## config.mk

```make
export PLATFORM = sky130hd
export DESIGN_NAME = sys_cntr_tx_arb
export DESIGN_NICKNAME = d
export VERILOG_FILES = /design/src/rtl/sys_cntr_tx_arb.sv
export SDC_FILE = /design/constraint.sdc
export NUM_CORES = 1
export LEC_CHECK = 0
export CORE_MARGIN = 1
export CORE_UTILIZATION = 41
export DETAILED_ROUTE_END_ITERATION = 10
export GPL_TIMING_DRIVEN = 0
export MAX_ROUTING_LAYER = met4
export PLACE_DENSITY = 0.8
export SYNTH_ARGS = -nofsm -noshare
export SYNTH_HDL_FRONTEND = slang
export SYNTH_SLANG_ARGS = --single-unit
```

## constraint.sdc

```tcl
create_clock -name CLK -period 1.88 [get_ports CLK]
set_clock_uncertainty 0.15 [all_clocks]
set_input_delay 0.564 -clock CLK [delete_from_list [all_inputs] [get_ports CLK]]
set_output_delay 0.564 -clock CLK [all_outputs]
set_load 0.01 [all_outputs]
```

## src/rtl/sys_cntr_tx_arb.sv

```systemverilog
// Transmit-side system controller: round-robin drain of NUM_CH byte FIFOs into one UART TX
// with per-channel bursts and an acknowledge timeout.
module sys_cntr_tx_arb #(
  parameter int unsigned NUM_CH      = 4,
  parameter int unsigned DATA_WIDTH  = 8,
  parameter int unsigned BURST_W     = 4,
  parameter int unsigned ACK_TIMEOUT = 64,
  localparam int unsigned CH_W       = $clog2(NUM_CH)
) (
  input  logic                         CLK,
  input  logic                         Reset,
  input  logic                         Busy,
  input  logic                         can_send,
  input  logic [NUM_CH-1:0]            Empty,
  input  logic [NUM_CH*DATA_WIDTH-1:0] RD_DATA,
  input  logic [NUM_CH-1:0]            CH_Mask,
  input  logic [BURST_W-1:0]           Burst_Len,
  output logic [NUM_CH-1:0]            FIFO_EN,
  output logic [DATA_WIDTH-1:0]        TX_DATA,
  output logic                         TX_Valid,
  output logic [CH_W-1:0]              Grant_ID,
  output logic                         Timeout_Err
);

  localparam int unsigned AW = $clog2(ACK_TIMEOUT);

  typedef enum logic [2:0] {IDLE, POP, LOAD, WAIT_ACK, SEND} state_t;

  state_t                state, state_nxt;
  logic [BURST_W-1:0]    burst_cnt, burst_cnt_nxt, burst_max;
  logic [CH_W-1:0]       last_grant, last_grant_nxt, grant_nxt;
  logic [CH_W-1:0]       rr_pick, idx;
  logic                  rr_found;
  logic [AW-1:0]         ack_cnt, ack_cnt_nxt;
  logic [NUM_CH-1:0]     req, fifo_en_nxt;
  logic [DATA_WIDTH-1:0] tx_data_nxt;
  logic                  tx_valid_nxt, timeout_nxt, ready;

  assign req       = ~Empty & CH_Mask;
  assign ready     = !Busy | can_send;
  assign burst_max = (Burst_Len == '0) ? BURST_W'(1) : Burst_Len;

  // First requesting channel after last_grant, wrapping around.
  always_comb begin
    rr_found = 1'b0;
    rr_pick  = '0;
    idx      = '0;
    for (int unsigned i = 1; i <= NUM_CH; i++) begin
      idx = CH_W'((32'(last_grant) + i) % NUM_CH);
      if (!rr_found && req[idx]) begin
        rr_found = 1'b1;
        rr_pick  = idx;
      end
    end
  end

  // The pop strobe is registered on the decision edge so that it is high during POP.
  always_comb begin
    state_nxt      = state;
    burst_cnt_nxt  = burst_cnt;
    last_grant_nxt = last_grant;
    grant_nxt      = Grant_ID;
    ack_cnt_nxt    = ack_cnt;
    fifo_en_nxt    = '0;
    tx_data_nxt    = TX_DATA;
    tx_valid_nxt   = TX_Valid;
    timeout_nxt    = 1'b0;
    case (state)
      IDLE: begin
        if (rr_found && ready) begin
          grant_nxt   = rr_pick;
          fifo_en_nxt = NUM_CH'(1) << rr_pick;
          state_nxt   = POP;
        end
      end
      POP: state_nxt = LOAD;
      LOAD: begin
        tx_data_nxt  = RD_DATA[32'(Grant_ID) * DATA_WIDTH +: DATA_WIDTH];
        tx_valid_nxt = 1'b1;
        ack_cnt_nxt  = '0;
        state_nxt    = WAIT_ACK;
      end
      WAIT_ACK: begin
        if (Busy) begin
          tx_valid_nxt  = 1'b0;
          burst_cnt_nxt = burst_cnt + 1'b1;
          state_nxt     = SEND;
        end else if (ack_cnt == AW'(ACK_TIMEOUT - 1)) begin
          tx_valid_nxt   = 1'b0;
          timeout_nxt    = 1'b1;
          burst_cnt_nxt  = '0;
          last_grant_nxt = Grant_ID;
          state_nxt      = IDLE;
        end else begin
          ack_cnt_nxt = ack_cnt + 1'b1;
        end
      end
      SEND: begin
        if (ready) begin
          if (burst_cnt < burst_max && req[Grant_ID]) begin
            fifo_en_nxt = NUM_CH'(1) << Grant_ID;
            state_nxt   = POP;
          end else begin
            burst_cnt_nxt  = '0;
            last_grant_nxt = Grant_ID;
            state_nxt      = IDLE;
          end
        end
      end
      default: state_nxt = IDLE;
    endcase
  end

  always_ff @(posedge CLK or negedge Reset) begin
    if (!Reset) begin
      state       <= IDLE;
      burst_cnt   <= '0;
      last_grant  <= CH_W'(NUM_CH - 1);
      ack_cnt     <= '0;
      FIFO_EN     <= '0;
      TX_DATA     <= '0;
      TX_Valid    <= 1'b0;
      Grant_ID    <= '0;
      Timeout_Err <= 1'b0;
    end else begin
      state       <= state_nxt;
      burst_cnt   <= burst_cnt_nxt;
      last_grant  <= last_grant_nxt;
      ack_cnt     <= ack_cnt_nxt;
      FIFO_EN     <= fifo_en_nxt;
      TX_DATA     <= tx_data_nxt;
      TX_Valid    <= tx_valid_nxt;
      Grant_ID    <= grant_nxt;
      Timeout_Err <= timeout_nxt;
    end
  end

endmodule

```

==> out/qor.yml <==
status:
  status: "complete, but fails checks"
  violations: "setup timing"
grt:
  grt_pass1_wl_um: 8590
  gr-usage-all-layers_pct: 23.3
  overflow: 0
  grt_pass1_vias: 1832
  antenna_found_initial: 0
  grt_max_degree: 20
synthesis:
  synthArstFlopShare_pct: 100
  syn_area_um2: 1890
  syn_nets: 226
  ys.flop_type: "dfrtp_1"
  syn_area_per_cell_um2: 10.9
  yosys.area.top_type: "dfrtp_1"
  synth.area.top_cells: "dfrtp_1 38%, mux4_2 11%, mux2_2 5.4%"
  synth_edf_count: 0
  netlist_instances: 173
  yosys.area.top_type_share_pct: 38.3
  yosysWarnings: 0
  ys_ff_latch: 31
  synth-seq-area-share_pct: 41.1
  ys_types: 46
worst_setup_path:
  cp-end-kind: "flip-flop"
  rrSetupSlack_ns: -0.12
  crit_arrival_ns: 2.08
  critPathRequiredTime_ns: 1.94
  reg2reg_from: "burst_cnt[0]"
  path_class: "input pin to flip-flop"
  start_kind: "input pin"
  r2r-end: "FIFO_EN[1]"
  reg2regPathDepth: 6
  cp_max_fo: 5
cells_and_area:
  final_nets: 312
  syn_to_final_growth_pct: 60.2
  fillers: 308
  design_area_um2: 3030
  instances_no_fill: 312
  drive_gt1_share_pct: 36.2
  diodes: 0
  multi_input_area_um2: 1230
  layout.area.seq_um2: 779
  final_core_util_pct: 69.2
timing:
  max_freq_mhz: 495
  report.final.slew_viol_count: 0
  fin_ws_ns: -0.140
  worst_pin_slew_ns: 0.681
  min_period_over_period_pct: 107
  min_period_ns: 2.02
  slew_headroom_pct: 54.4
  hold_viol_final: 0
  rsz0062_at_grt: "yes"
  setup_violations: 8
  fin_setup_tns_ns: -0.775
die:
  die_w_um: 70.0
  initial_core_util_pct: 43.2
  core.rowCount: 24
  io-pin-count: 64
  core_um2: 4380
  die_area_um2: 4890
  die_h_um: 70.0
power_and_ir_drop:
  sequentialPowerShare_pct: 30.7
  p_int_mw: 2.40
  p_leak_nw: 1.30
  p_sw_mw: 1.35
  ir_drop_mv: 0.836
  pwr-share-clk_pct: 18.4
  combPwrFrac_pct: 50.9
  total_power_mw: 3.75
  switching_share_pct: 36.1
  power.density_nw_per_um2: 1240
hold_path:
  min_to: "TX_DATA[0]"
  whs_path_depth: 1
  hp-class: "flip-flop to flip-flop"
  holdCritStartpoint: "TX_DATA[0]"
drt:
  post_drt_wl_per_cell_um: 16.9
  finalWirelength_um: 5270
  dr.pass1.iters: 4
  num_vias: 1775
  drtIter0Drc: 151
  vias_per_cell: 5.69
  postRouteAntennaNets: 0
  post-route-drc-count: 0
place:
  dp_cells: 289
  port_buffers: 63
  routabilityCongestion: 0.793
  place_area_um2: 2650
  place.detailed.hpwl_um: 3350
clock_network:
  postCtsHoldBufs: 0
  htree_levels: 2
  path_clk_slew_ns: 0.07
  cts_root_buf: "clkbuf_8"
  cts_buffers: 5
  cts_sinks: 31
  cts_tree: "built"
  cts_buffer_depth: 2
  clock_latency_ns: 0.28
run:
  maxCapViolations: 0
-- worst max-delay path by stage --
| stage | start | to |
|---|---|---|
| after floorplan | Burst_Len[1] | last_grant[0] |
| after global placement | Busy | FIFO_EN[2] |
| after detailed placement | Empty[3] | last_grant[0] |
| after CTS | Grant_ID[0] | last_grant[0] |
| after global routing | burst_cnt[0] | FIFO_EN[1] |
| final | CH_Mask[3] | last_grant[0] |
-- kinds of logic after synthesis --
kind of cell               count (synthesis)  share of synthesized area (%)
AOI/OAI and AO/OA                         42                           16.9
xor gates and xnor gates                   4                           1.85
adders and majority gates                  5                           3.30
buffers and inverters                     11                           2.31
DFF                                       31                           41.1
muxes                                     20                           17.6
and+or+nand+nor                           60                           16.9
-- state kept, by name, summed over array words and instances, names as in the netlist --
name	flops
ack_cnt	6
TX_Valid	1
Grant_ID	2
last_grant	2
Timeout_Err	1
TX_DATA	8
state	3
FIFO_EN	4
burst_cnt	4
-- per-layer routing --
metal | GRT usage (%) | up-vias | wire [um] | part of all wire [%]
met4 | 10.2 | 0 | 167 | 3.2
met5 | - | - | 0 | 0
met3 | 4.76 | 15 | 250 | 4.7
met2 | 38.9 | 66 | 2760 | 52
met1 | 27.1 | 870 | 2090 | 40
li1 | - | 824 | - | -
-- cell usage after synthesis, types with 3 or more instances --
| cell type | number |
|---|---|
| nand2_1 | 8 |
| xnor2_1 | 4 |
| mux2_2 | 9 |
| nor3_1 | 4 |
| or4_1 | 3 |
| and2_1 | 4 |
| a211oi_1 | 5 |
| a21oi_1 | 5 |
| o21ai_0 | 10 |
| nor2_1 | 13 |
| dfrtp_1 | 29 |
| inv_1 | 5 |
| nor2b_1 | 4 |
| nand2b_1 | 7 |
| ha_1 | 5 |
| mux4_2 | 9 |
| nand3_1 | 9 |
| clkbuf_1 | 3 |
| a22o_1 | 4 |
-- power by group through the flow --
stage / Sequential (mW) / Clock, mW / Combinational [mW]
finish: 1.15 / 0.691 / 1.91
global route: 1.19 / 0.743 / 2.07
CTS: 1.11 / 0.696 / 1.85
detailed placement: 1.16 / 0 / 1.70
global placement: 1.15 / 0 / 1.66
floorplan: 1.17 / 0 / 1.06
-- cell type report --
cell class | instances | area share, %
Buffer | 3 | 0.578
Clock buffer | 6 | 2.72
Clock inverter | 2 | 1.16
Inverter | 5 | 0.619
Multi-Input combinational cell | 131 | 40.6
Sequential cell | 31 | 25.7
Tap cell | 52 | 2.15
Timing Repair Buffer | 82 | 26.5
-- worst max-delay path, cell delays in order --
cell      delay, ns
buf_6          0.10
nor2b_4        0.12
mux4_2         0.48
o2111a_2       0.21
a211oi_4       0.28
mux2_4         0.33
-- placed cells by master, fill, tap and decap left out, types with 2 or more instances in the layout --
cell type and n:
clkdlybuf4s50_1 34, dfrtp_1 28, dlygate4sd2_1 14, buf_6 14, nor2_1 13, buf_4 13, mux4_2 9, mux2_2 9
nand2_1 7, o21ai_0 7, nand3_1 7, nand2b_1 6, clkbuf_8 6, nor2b_4 5, a21oi_1 5, a211oi_1 5
a22o_1 4, buf_2 4, and2_1 4, xnor2_1 4, inv_1 3, o21ai_1 3, ha_1 3, inv_2 2
nand3b_1 2, or4_4 2, nor3_2 2, nand3_2 2, o211ai_1 2, nor3_1 2, mux2_4 2, a21o_1 2
ha_4 2, dfstp_2 2, dlymetal6s2s_1 2
-- repair_timing --
action                     in CTS  in global routing
resized for setup              97                 21
setup endpoints to repair      36                 24
pin swaps                      13                  8
setup buffers                  18                  0
-- metrics by stage --
step,setup slack [ns],hold slack (ns)
floorplan,-0.183,0.118
global placement,-0.803,0.312
detailed placement,-0.821,0.322
CTS,-0.190,0.335
global route,-0.206,0.375
finish,-0.140,0.355
Note: power is estimated with default switching activity, not from simulation.
